$ cat src/rtl/gcd_arbiter.sv
// rtl/gcd_arbiter.sv - round-robin sharing of one GCD engine between NREQ requesters
module gcd_arbiter #(
  parameter int NREQ  = 4,
  parameter int WIDTH = 32,
  parameter int LATW  = 16
) (
  input  logic                  CLK,
  input  logic                  nRST,
  input  logic [NREQ-1:0]       req_say__ENA,
  input  logic [NREQ*WIDTH-1:0] req_say_va,
  input  logic [NREQ*WIDTH-1:0] req_say_vb,
  output logic [NREQ-1:0]       req_say__RDY,
  output logic                  eng_say__ENA,
  output logic [WIDTH-1:0]      eng_say_va,
  output logic [WIDTH-1:0]      eng_say_vb,
  input  logic                  eng_say__RDY,
  input  logic                  eng_gcd__ENA,
  input  logic [WIDTH-1:0]      eng_gcd_v,
  output logic                  eng_gcd__RDY,
  output logic [NREQ-1:0]       ind_gcd__ENA,
  output logic [WIDTH-1:0]      ind_gcd_v,
  input  logic [NREQ-1:0]       ind_gcd__RDY,
  output logic                  busy,
  output logic [LATW-1:0]       last_latency
);

  localparam int PW = (NREQ > 1) ? $clog2(NREQ) : 1;

  typedef enum logic {IDLE, BUSY} state_t;

  state_t           state_q, state_d;
  logic [NREQ-1:0]  pend_q, pend_d;
  logic [WIDTH-1:0] va_q [NREQ];
  logic [WIDTH-1:0] vb_q [NREQ];
  logic [PW-1:0]    owner_q, owner_d, rr_ptr_q, rr_ptr_d, grant;
  logic [LATW-1:0]  lat_cnt_q, lat_cnt_d, last_latency_q, last_latency_d;
  logic             issue, xfer;

  // Modulo-NREQ add that also works when NREQ is not a power of two.
  function automatic logic [PW-1:0] wrap_add(input logic [PW-1:0] base, input logic [PW:0] off);
    logic [PW:0] s;
    s = {1'b0, base} + off;
    if (s >= (PW+1)'(NREQ)) s = s - (PW+1)'(NREQ);
    return s[PW-1:0];
  endfunction

  // Descending scan so the offset closest to rr_ptr wins.
  always_comb begin
    grant = rr_ptr_q;
    for (int k = NREQ - 1; k >= 0; k--) begin
      if (pend_q[wrap_add(rr_ptr_q, (PW+1)'(k))]) grant = wrap_add(rr_ptr_q, (PW+1)'(k));
    end
  end

  assign issue = (state_q == IDLE) && (|pend_q) && eng_say__RDY;
  assign xfer  = (state_q == BUSY) && eng_gcd__ENA && ind_gcd__RDY[owner_q];

  always_ff @(posedge CLK) begin
    if (!nRST) state_q <= IDLE;
    else       state_q <= state_d;
  end

  always_comb begin
    state_d = state_q;
    case (state_q)
      IDLE:    if (issue) state_d = BUSY;
      BUSY:    if (xfer)  state_d = IDLE;
      default: state_d = IDLE;
    endcase
  end

  always_comb begin
    eng_say__ENA = 1'b0;
    eng_gcd__RDY = 1'b0;
    ind_gcd__ENA = '0;
    busy         = 1'b0;
    eng_say_va   = va_q[grant];
    eng_say_vb   = vb_q[grant];
    case (state_q)
      IDLE: eng_say__ENA = (|pend_q) & eng_say__RDY;
      BUSY: begin
        busy                  = 1'b1;
        eng_gcd__RDY          = ind_gcd__RDY[owner_q];
        ind_gcd__ENA[owner_q] = eng_gcd__ENA;
      end
      default: ;
    endcase
  end

  assign ind_gcd_v    = eng_gcd_v;
  assign req_say__RDY = ~pend_q;
  assign last_latency = last_latency_q;

  always_comb begin
    pend_d         = pend_q;
    owner_d        = owner_q;
    rr_ptr_d       = rr_ptr_q;
    lat_cnt_d      = lat_cnt_q;
    last_latency_d = last_latency_q;
    if (state_q == BUSY && lat_cnt_q != '1) lat_cnt_d = lat_cnt_q + 1'b1;
    if (issue) begin
      pend_d[grant] = 1'b0;
      owner_d       = grant;
      lat_cnt_d     = LATW'(1);
    end
    if (xfer) begin
      last_latency_d = lat_cnt_q;
      rr_ptr_d       = wrap_add(owner_q, (PW+1)'(1));
    end
    // A slot being loaded is empty, so it can never be the one issuing this cycle.
    pend_d = pend_d | (req_say__ENA & ~pend_q);
  end

  always_ff @(posedge CLK) begin
    if (!nRST) begin
      pend_q         <= '0;
      owner_q        <= '0;
      rr_ptr_q       <= '0;
      lat_cnt_q      <= '0;
      last_latency_q <= '0;
    end else begin
      pend_q         <= pend_d;
      owner_q        <= owner_d;
      rr_ptr_q       <= rr_ptr_d;
      lat_cnt_q      <= lat_cnt_d;
      last_latency_q <= last_latency_d;
    end
  end

  always_ff @(posedge CLK) begin
    for (int i = 0; i < NREQ; i++) begin
      if (!nRST) begin
        va_q[i] <= '0;
        vb_q[i] <= '0;
      end else if (req_say__ENA[i] && !pend_q[i]) begin
        va_q[i] <= req_say_va[i*WIDTH +: WIDTH];
        vb_q[i] <= req_say_vb[i*WIDTH +: WIDTH];
      end
    end
  end

endmodule

$ cat config.mk
export PLATFORM = sky130hd
export DESIGN_NAME = gcd_arbiter
export DESIGN_NICKNAME = d
export VERILOG_FILES = /design/src/rtl/gcd_arbiter.sv
export SDC_FILE = /design/constraint.sdc
export NUM_CORES = 1
export LEC_CHECK = 0
export BUFFER_PORTS_ARGS = -buffer_cell sky130_fd_sc_hd__buf_2
export CORE_AREA = 2 2 176 178
export CTS_BUF_LIST = sky130_fd_sc_hd__clkbuf_8
export DETAILED_ROUTE_END_ITERATION = 10
export DIE_AREA = 0 0 178 180
export PLACE_DENSITY_LB_ADDON = 0.1
export RECOVER_POWER = 100
export SETUP_SLACK_MARGIN = 0.05
export SLEW_MARGIN = 25
export SYNTH_ARGS = -nofsm -noshare
export SYNTH_HDL_FRONTEND = slang
export SYNTH_SLANG_ARGS = --single-unit
$ cat constraint.sdc
create_clock -name CLK -period 9.68 [get_ports CLK]
set_clock_uncertainty 0.15 [all_clocks]
set_input_delay 0.968 -clock CLK [delete_from_list [all_inputs] [get_ports CLK]]
set_output_delay 0.968 -clock CLK [all_outputs]
set_load 0.02 [all_outputs]
**Yosys cells after proc, flatten, opt, wreduce, memory -nomap -nowiden**

Memories as Yosys holds them, arrays and structs flattened.
Index checks and enable logic that the tools add are counted.
Widths: inputs -> output; s select.

- $add $sub $neg: 10
- Order comparisons: 13
- Equal/unequal tests: 1
- Mux-type cells: 54
- Bitwise logic cells: 17
- Reduce and logical (&&, ||, !) cells: 18

Operators with widths:

| cell | count |
|---|---|
| $mux 32 | 8 |
| $mux 1 | 27 |
| $lt 2x3->1 const B | 6 |
| $mux 2 | 9 |
| $add 16x1->16 const B | 1 |
| $ne 16x16->1 const B | 1 |
| $and 4x4->4 | 3 |
| $ge 3x3->1 const B | 4 |
| $logic_and 1x1->1 | 11 |
| $bmux 1 s2 | 5 |
| $sub 2x1->2 const B | 5 |
| $mux 4 | 2 |
| $not 4->4 | 2 |
| $or 1x1->1 | 8 |
| $add 2x1->3 const B | 2 |
| $add 2x2->3 const B | 2 |
| $demux 1 s2 | 2 |
| $ge 2x1->1 const B | 2 |
| $logic_not 1->1 | 4 |
| $or 4x4->4 | 1 |
| $reduce_or 4->1 | 1 |
| $ge 2x3->1 const B | 1 |
| $not 1->1 | 2 |
| $pmux 1 s2 | 1 |
| 3 further kinds | 3 |

- Bits in registers: 41
- RAM bits: 256
- Output and inout port bits: 123
- Logic and storage cells: 122
- Memories: 2

Memory list:

| name | words | bits a word | rd ports | clocked after memory_dff | wr ports | line | source |
|---|---|---|---|---|---|---|---|
| va_q | 4 | 32 | 1 | 0 | 4 | 33 | `logic [WIDTH-1:0] va_q [NREQ];` |
| vb_q | 4 | 32 | 1 | 0 | 4 | 34 | `logic [WIDTH-1:0] vb_q [NREQ];` |

**Longest topological paths before layout**

Gate-level depths: netlist (run 1).

- Depth in word-level cells: 17
- Gate-level depth with buffers: 8
- Depth with buffers taken out: 6

**Worst setup path before layout (run 1)**

Ideal clock, no wire load.

- Path kind: input-to-reg
- Start point: in req_say__ENA[3]
- End point: mem va_q[3][0] (enable)
- Data arrival time: 5.541 ns
- Data required time: 8.956 ns
- Path slack: 3.415 ns
- Stages: 2
- Path buffers: 0
- Path through: inv_1 o21ai_0

RTL lines:

| element | line | source |
|---|---|---|
| start, declared | 9 | `input logic [NREQ-1:0] req_say__ENA,` |
| end, declared | 33 |  |

==> results.txt, run 1 <==
worst path cell trace: clkbuf_1 -> inv_1 -> o21ai_0 -> clkbuf_1
Worst Path Arrival: 6.06 ns
Total Power: 3.020 mW
power per standard cell area: 189.2 mW/mm^2
#FFs+latches synth: 297
required time of the critical path: 9.64 ns
Slew @ Worst Pin: 3.785 ns
die width: 178 um
footprint of the multi-input gates: 0.004258 sq mm
total number of vias: 9841
initial antenna violation count: 19
largest net degree at the start of global routing: 81
asr flop ratio synth: 0
Synth Instances: 1154
Slew HR: -1.550
crit path max fanout: 41
Final Hold Vio Count: 0
Rows: 64
Area Overhead vs Synth: 19.28%
die area: 0.03204 sq mm
status: complete, but fails checks
final period utilization: 0.6297
Worst Hold Depth: 2
Seq/Total Area, Yosys: 0.6357
WP buf/inv: 3
Iter 0 DRT Violations: 535
Top FF cell, synth: edfxtp_1
Worst path slowest cell: o21ai_0
vias in the first global route: 9804
first-pass GRT wire length: 56410 um
Syn. warnings: 0
Clk Latency, worst-skew pair: 0.56 ns
WS Path Type: in -> reg
RePlAce Congestion: 0.8115
global-route usage over all layers: 0.2324
initial core utilization: 0.4433
post-route ant nets: 0
sequential standard cell area: 0.008508 sq mm
TritonCTS clock tree: built
Filler cells: 2770
ratio of cells with drive above 1 in the final layout: 0.2216
Final Max Tran Viols: 525
crit-path max cell delay: 2.79 ns
CP Depth: 4
drt total wl: 37760 um
fmax: 164.1 MHz
H-tree depth: 2
Crit path top cell by count: clkbuf_1
FF-to-FF path depth: 2
number of distinct library cells after synthesis: 46
PortBufs: 358
failing checks: max-capacitance violations, max-slew violations
dpl hpwl: 24960 um
LEAKAGE: 6.409 nW
DRT Pass-1 Iters: 5
Worst Setup End Kind: flop
Final Instance Area: 0.01596 sq mm
CORE AREA: 0.03019 sq mm
placed cell count: 1816
CTS Buf Count: 51
Hold Buf Count CTS: 0
Post-CTS Resized: 0
DP Area: 0.01530 sq mm
mean post-synth cell area: 11.60 sq um
GRT overflow: 0
Finished Layout Cells: 1920
Die Ht: 180 um
clk buf depth: 3
EDFF count, synth: 256
Tightest Hold Check Type: reg -> reg
Clock Pin Slew Worst Setup and Hold Paths: 0.05 ns
clock sink count: 297
Mapped Nets: 1459
Hold Slack: 0.3470 ns
crit path launch type: primary input
DRC violations left: 0
RSZ-0062 raised after global routing: false
delay-heaviest family, CP: compound AO/OA/AOI/OAI gates
Setup Total Neg Slack: 0 ns
Vias/cell: 5.126
Finish-stage setup viols: 0
most frequent cells in the layout: buf_2, edfxtp_1, nand2_1
Setup Fix Bufs, Post-CTS: 0
most common cell after layout, fill and taps aside: buf_2
Syn Std Cell Area: 0.01338 sq mm
clock root cell: clkbuf_8
I/O pins: 423
max cap viols: 14
VDD IR max: 0.00009735 V
wire per inst: 19.67 um
Final nets: 1782
min Tclk post-route: 6.095 ns
## registers in the layout, summed over array words and instances, names as in the netlist
| register | cells |
|---|---|
| vb_q | 128 |
| rr_ptr_q | 2 |
| pend_q | 4 |
| va_q | 128 |
| state_q | 1 |
| owner_q | 2 |
| last_latency | 16 |
| lat_cnt_q | 16 |
## report_power, final
part | internal [mW] | switching, mW | total, mW
registers | 1.50 | 0.0295 | 1.53
logic | 0.152 | 0.357 | 0.508
clock network | 0.494 | 0.490 | 0.984
total | 2.14 | 0.876 | 3.02
## per-stage QoR
stage / worst slack (ns) / utilization
2_1_floorplan: 3.415 / -
3_3_place_gp: 5.483 / 0.5068
3_5_place_dp: 5.377 / 0.5068
4_1_cts: 4.835 / 0.5354
5_1_grt: 3.088 / 0.5286
6_report: 3.585 / 0.5288
## cells in the mapped netlist, types with 3 or more instances
| master | n | area share |
|---|---|---|
| and2_1 | 258 | 0.12 |
| edfxtp_1 | 256 | 0.57 |
| nand2_1 | 203 | 0.057 |
| a21oi_1 | 69 | 0.026 |
| a32oi_1 | 64 | 0.042 |
| dfxtp_1 | 41 | 0.061 |
| nor2_1 | 40 | 0.011 |
| clkbuf_1 | 37 | 0.010 |
| buf_2 | 35 | 0.013 |
| buf_4 | 32 | 0.018 |
| mux2i_1 | 18 | 0.013 |
| nand3_1 | 12 | 0.0045 |
| inv_1 | 10 | 0.0028 |
| nand4_1 | 8 | 0.0037 |
| nor3_1 | 7 | 0.0026 |
| o21ai_0 | 7 | 0.0026 |
| and3_1 | 6 | 0.0028 |
| xor2_1 | 6 | 0.0039 |
| ha_1 | 5 | 0.0047 |
| nor3_2 | 4 | 0.0030 |
| xnor2_1 | 4 | 0.0026 |
| nor4_1 | 3 | 0.0014 |
## kinds of logic after synthesis
kind of cell / after synthesis / share of synthesized area
XOR/XNOR: 10 / 0.006544
buffers and inverters: 119 / 0.04627
multiplexers: 19 / 0.01514
AND/OR/NAND/NOR: 548 / 0.2105
AO/OA/AOI/OAI: 156 / 0.08114
flip-flops: 297 / 0.6357
adder cells (fa/ha/maj): 5 / 0.004674
## worst paths after layout
path	endpoint	start	slack [ns]
max	vb_q[0][15]$_SDFFCE_PN0P_	req_say__ENA[0]	3.58
min	last_latency[4]$_SDFFE_PN0P_	last_latency[4]$_SDFFE_PN0P_	0.35
max reg2reg	vb_q[0][15]$_SDFFCE_PN0P_	pend_q[0]$_SDFF_PN0_	3.76
min reg2reg	last_latency[4]$_SDFFE_PN0P_	last_latency[4]$_SDFFE_PN0P_	0.35
## cell type report
type,count,share of cell area
Sequential cell,297,0.5330
Multi-Input combinational cell,738,0.2667
Timing Repair Buffer,376,0.1102
Clock buffer,52,0.04483
Tap cell,396,0.03104
Clock inverter,36,0.009327
Inverter,13,0.003057
Antenna cell,12,0.001881
## worst min-delay path, stage by stage, from the launching register on
cell	delay (ns)
dfxtp_1	0.32
mux2i_1	0.07
nor2_1	0.07
## metal layers
layer,routed length [um],global-route usage,part of all wire,up-vias
met1,15050,0.2879,0.40,4639
met5,109,0,0.0029,-
li1,-,-,-,4692
met3,3055,0.06493,0.081,122
met4,1758,0.1243,0.047,16
met2,17790,0.3679,0.47,372
Note: power is estimated with default switching activity, not from simulation.
==> run 2, diff against run 1 <==
Clock period 9.68 ns to 5.7 ns, I/O delays scaled along.
==> run 2 against run 1 <==
Effect of this change: the run still ends with max-capacitance violations, max-slew violations left; flip-flop and latch count unchanged; critical endpoint is now eng_say_vb[22]; cell area is 0.24% higher; largest power group unchanged; final cell count up 0.10%; first-iteration DRC count increased by 15%; core utilization rose by 0.13 points; wire length increased by 1.1%.
==> results.txt, run 2 (synthesized netlist as in run 1, its figures left out) <==
Clock Pin Slew Worst Setup and Hold Paths: 0.06 ns
Rows: 64
met3 usage: 0.08799
failing checks: max-capacitance violations, max-slew violations
most frequent cells in the layout: buf_2, edfxtp_1, nand2_1
Die Ht: 180 um
crit path max fanout: 107
footprint of the multi-input gates: 0.004247 sq mm
DP Area: 0.01544 sq mm
WS Path Type: reg -> out
required time of the critical path: 4.98 ns
TritonCTS clock tree: built
dpl hpwl: 24880 um
VDD IR max: 0.0001972 V
DRC violations left: 0
largest net degree at the start of global routing: 108
sequential standard cell area: 0.008508 sq mm
max cap viols: 12
met1 global-route usage: 0.2748
vias in the first global route: 9946
Setup Total Neg Slack: 0 ns
PortBufs: 358
clock sink count: 297
CORE AREA: 0.03019 sq mm
Hold Buf Count CTS: 0
die width: 178 um
busiest layer in global routing: met2
Final Instance Area: 0.01600 sq mm
Clk Latency, worst-skew pair: 0.56 ns
initial core utilization: 0.4433
LEAKAGE: 6.413 nW
drt total wl: 38190 um
initial antenna violation count: 22
worst path cell trace: nor2b_1 -> a2111oi_0 -> nor2_1 -> buf_12 -> a21oi_1 -> a32oi_1 -> clkbuf_1
status: complete, but fails checks
fmax: 212.0 MHz
Total Power: 5.166 mW
clock root cell: clkbuf_8
Final Max Tran Viols: 372
die area: 0.03204 sq mm
Vias/cell: 5.137
Final nets: 1782
RSZ-0062 raised after global routing: false
clk buf depth: 3
Post-CTS Resized: 0
Worst path slowest cell: nor2_1
Iter 0 DRT Violations: 615
Worst Setup End Kind: output port
global-route usage over all layers: 0.2327
ratio of cells with drive above 1 in the final layout: 0.2232
Area Overhead vs Synth: 19.57%
DRT Pass-1 Iters: 5
I/O pins: 423
most common cell after layout, fill and taps aside: buf_2
RePlAce Congestion: 0.8067
first-pass GRT wire length: 56700 um
crit-path max cell delay: 1.35 ns
power per standard cell area: 322.8 mW/mm^2
min Tclk post-route: 4.717 ns
Worst Path Arrival: 4.00 ns
Tightest Hold Check Type: in -> reg
crit path launch type: flop
met2 Track Usage GR: 0.3814
Slew @ Worst Pin: 2.460 ns
wire per inst: 19.87 um
CTS Buf Count: 49
Layout Utilization: 0.5301
post-route ant nets: 0
final period utilization: 0.8276
H-tree depth: 2
Setup Fix Bufs, Post-CTS: 0
GRT overflow: 0
Finish-stage setup viols: 0
total number of vias: 9874
Slew HR: -0.6402
Filler cells: 2840
Final Hold Vio Count: 0
Regs by FF count: va_q x128, vb_q x128
-- run 2: final timing paths --
check                                    start                           end  slack [ns]  cells past startpoint
setup reg to reg          pend_q[1]$_SDFF_PN0_      vb_q[1][7]$_SDFFCE_PN0P_        1.38                      3
hold reg to reg   last_latency[3]$_SDFFE_PN0P_  last_latency[3]$_SDFFE_PN0P_        0.34                      2
hold / removal                  req_say_va[90]     va_q[2][26]$_SDFFCE_PN0P_        0.13                      2
setup / recovery          pend_q[0]$_SDFF_PN0_                eng_say_vb[22]        0.98                      7
-- run 2: report_power, final --
group / switching [mW] / leakage [nW] / internal [mW]
sequential: 0.0527 / 3.10 / 2.54
combinational: 0.607 / 2.80 / 0.259
clock: 0.837 / 0.519 / 0.870
total: 1.50 / 6.41 / 3.67
-- run 2: through the flow --
stage	setup WS (ns)	hold WS, ns	instances
finish	0.9827	0.1329	1922
global route	0.7344	0.09868	1916
CTS	1.402	0.09618	1910
detailed placement	2.040	0.3283	1822
global placement	2.058	0.3189	1819
floorplan	1.565	0.3277	1154
-- run 2: final cells by class --
cell class	count	share of cell area
Timing Repair Buffer	378	0.1123
Tap cell	396	0.03096
Inverter	13	0.003049
Sequential cell	297	0.5317
Multi-Input combinational cell	738	0.2654
Clock inverter	37	0.01095
Clock buffer	51	0.04386
Antenna cell	12	0.001876
-- run 2: per-layer routing --
| layer | vias up | part of all wire |
|---|---|---|
| met3 | 108 | 0.10 |
| met5 | - | 0.0035 |
| li1 | 4692 | - |
| met2 | 375 | 0.48 |
| met1 | 4679 | 0.38 |
| met4 | 20 | 0.032 |
-- run 2: critical path: cells and delay by family (launching register included) --
family	cells	cell delay, ns
buf+inv	2	0.71
flops	1	0.44
compound gates	3	0.53
simple gates	2	1.55
==> run 3, diff against run 2 <==
Clock period 5.7 ns to 4.4 ns, I/O delays scaled along.
==> run 3 against run 2 <==
Effect of this change: the flow still finishes with violations (max-capacitance violations, max-slew violations); first-iteration DRC count down 21%; worst setup slack worse by 0.47 ns; die area unchanged; sequential share of layout area down 6.4 points; clock power up 40%; non-clock buffer count up 203; global-route usage up 1.5 points; combinational power up 50%; final cell count up 10%; critical path type unchanged.
==> results.txt, run 3 (synthesized netlist as in run 1, its figures left out) <==
PortBufs: 358
first-pass GRT wire length: 61070 um
Regs by FF count: va_q x128, vb_q x128
GRT overflow: 0
die area: 0.03204 sq mm
power per standard cell area: 388.6 mW/mm^2
most frequent cells in the layout: buf_2, edfxtp_1, nand2_1
I/O pins: 423
initial core utilization: 0.4433
Hold Buf Count CTS: 201
DRT Pass-1 Iters: 5
initial antenna violation count: 6
placed cell count: 1823
ratio of cells with drive above 1 in the final layout: 0.2058
post-route ant nets: 0
Iter 0 DRT Violations: 487
status: complete, but fails checks
Vias/cell: 5.051
CORE AREA: 0.03019 sq mm
required time of the critical path: 3.81 ns
Finished Layout Cells: 2115
fmax: 257.3 MHz
Layout Utilization: 0.6025
crit path launch type: flop
sequential standard cell area: 0.008508 sq mm
Final Max Tran Viols: 206
min Tclk post-route: 3.886 ns
Area Overhead vs Synth: 35.90%
Post-CTS Resized: 0
die width: 178 um
H-tree depth: 2
Tightest Hold Check Type: in -> reg
Clock Pin Slew Worst Setup and Hold Paths: 0.06 ns
CTS Buf Count: 50
Slew HR: -0.9322
largest net degree at the start of global routing: 65
Worst path slowest cell: a2111oi_0
Setup crit end: eng_say_vb[17]
Rows: 64
wire per inst: 19.09 um
drt total wl: 40380 um
Die Ht: 180 um
Critical Path Source: pend_q[3]$_SDFF_PN0_
Worst Path Arrival: 3.30 ns
clk buf depth: 3
dpl hpwl: 24950 um
failing checks: max-capacitance violations, max-slew violations
max cap viols: 7
crit-path max cell delay: 0.68 ns
TritonCTS clock tree: built
Filler cells: 2536
RePlAce Congestion: 0.8081
Worst R2R End: va_q[3][1]$_SDFFCE_PN0P_
RSZ-0062 raised after global routing: false
LEAKAGE: 7.356 nW
Clk Latency, worst-skew pair: 0.56 ns
worst path cell trace: inv_1 -> a2111oi_0 -> nor2_4 -> buf_16 -> clkbuf_2 -> a32oi_1 -> clkbuf_1
clock sink count: 297
FF-to-FF path depth: 2
most common cell after layout, fill and taps aside: buf_2
footprint of the multi-input gates: 0.004270 sq mm
Finish-stage setup viols: 0
Final nets: 1986
Final Hold Vio Count: 0
global-route usage over all layers: 0.2480
DRC violations left: 0
Setup Fix Bufs, Post-CTS: 0
final period utilization: 0.8833
Total Power: 7.069 mW
crit path max fanout: 25
Setup Total Neg Slack: 0 ns
Slew @ Worst Pin: 2.868 ns
Worst Setup End Kind: output port
vias in the first global route: 11093
WS Path Type: reg -> out
FF-to-FF setup slack: 0.52 ns
Worst R2R Start: pend_q[3]$_SDFF_PN0_
VDD IR max: 0.0002040 V
total number of vias: 10682
clock root cell: clkbuf_8
run 3: how the worst min path moves through the flow:
stage / startpoint / cells past startpoint / end
after floorplan: lat_cnt_q[1]$_SDFFE_PP0P_ / 2 / lat_cnt_q[1]$_SDFFE_PP0P_
after global routing: req_say_va[19] / 2 / va_q[0][19]$_SDFFCE_PN0P_
final: req_say_va[93] / 2 / va_q[2][29]$_SDFFCE_PN0P_
after detailed placement: last_latency[3]$_SDFFE_PN0P_ / 2 / last_latency[3]$_SDFFE_PN0P_
after CTS: req_say_vb[24] / 2 / vb_q[0][24]$_SDFFCE_PN0P_
after global placement: last_latency[5]$_SDFFE_PN0P_ / 2 / last_latency[5]$_SDFFE_PN0P_
run 3: final cells by class:
cell class                 count  area share
multi-input combinational    738      0.2348
inverter                      13    0.002683
clock inverter                34     0.01321
antenna                        4   0.0005503
tap                          396     0.02724
timing repair buffer         581      0.2144
clock buffer                  52     0.03935
sequential                   297      0.4678
run 3: metal layers:
| metal | global-route usage | wire [um] | vias up |
|---|---|---|---|
| met4 | 0.09574 | 1429 | 4 |
| li1 | - | - | 5098 |
| met3 | 0.05668 | 2708 | 102 |
| met2 | 0.4330 | 20030 | 385 |
| met1 | 0.2948 | 16200 | 5093 |
| met5 | 0 | 20 | - |
run 3: through the flow:
step                      instance area (sq um)  setup slack (ns)  hold slack [ns]
after floorplan                           13380            0.3953           0.3277
final                                     18190            0.5136          0.02532
after global placement                    15450             1.012           0.3218
after global routing                      18190            0.1637         0.008112
after detailed placement                  15450            0.9912           0.3342
after CTS                                 18420            0.3655        0.0002662
run 3: report_power, final:
part / leakage, nW / switching, mW / internal [mW]
Combinational: 3.72 / 0.826 / 0.477
Clock: 0.539 / 1.08 / 1.32
Sequential: 3.10 / 0.0709 / 3.29
Total: 7.36 / 1.98 / 5.09
run 3: critical path, delay by kind of cell (launching register included):
family                 cells  cell delay (ns)
buffers and inverters      4             1.00
DFF                        1             0.46
AOI/OAI and AO/OA          2             1.02
and+or+nand+nor            1             0.24
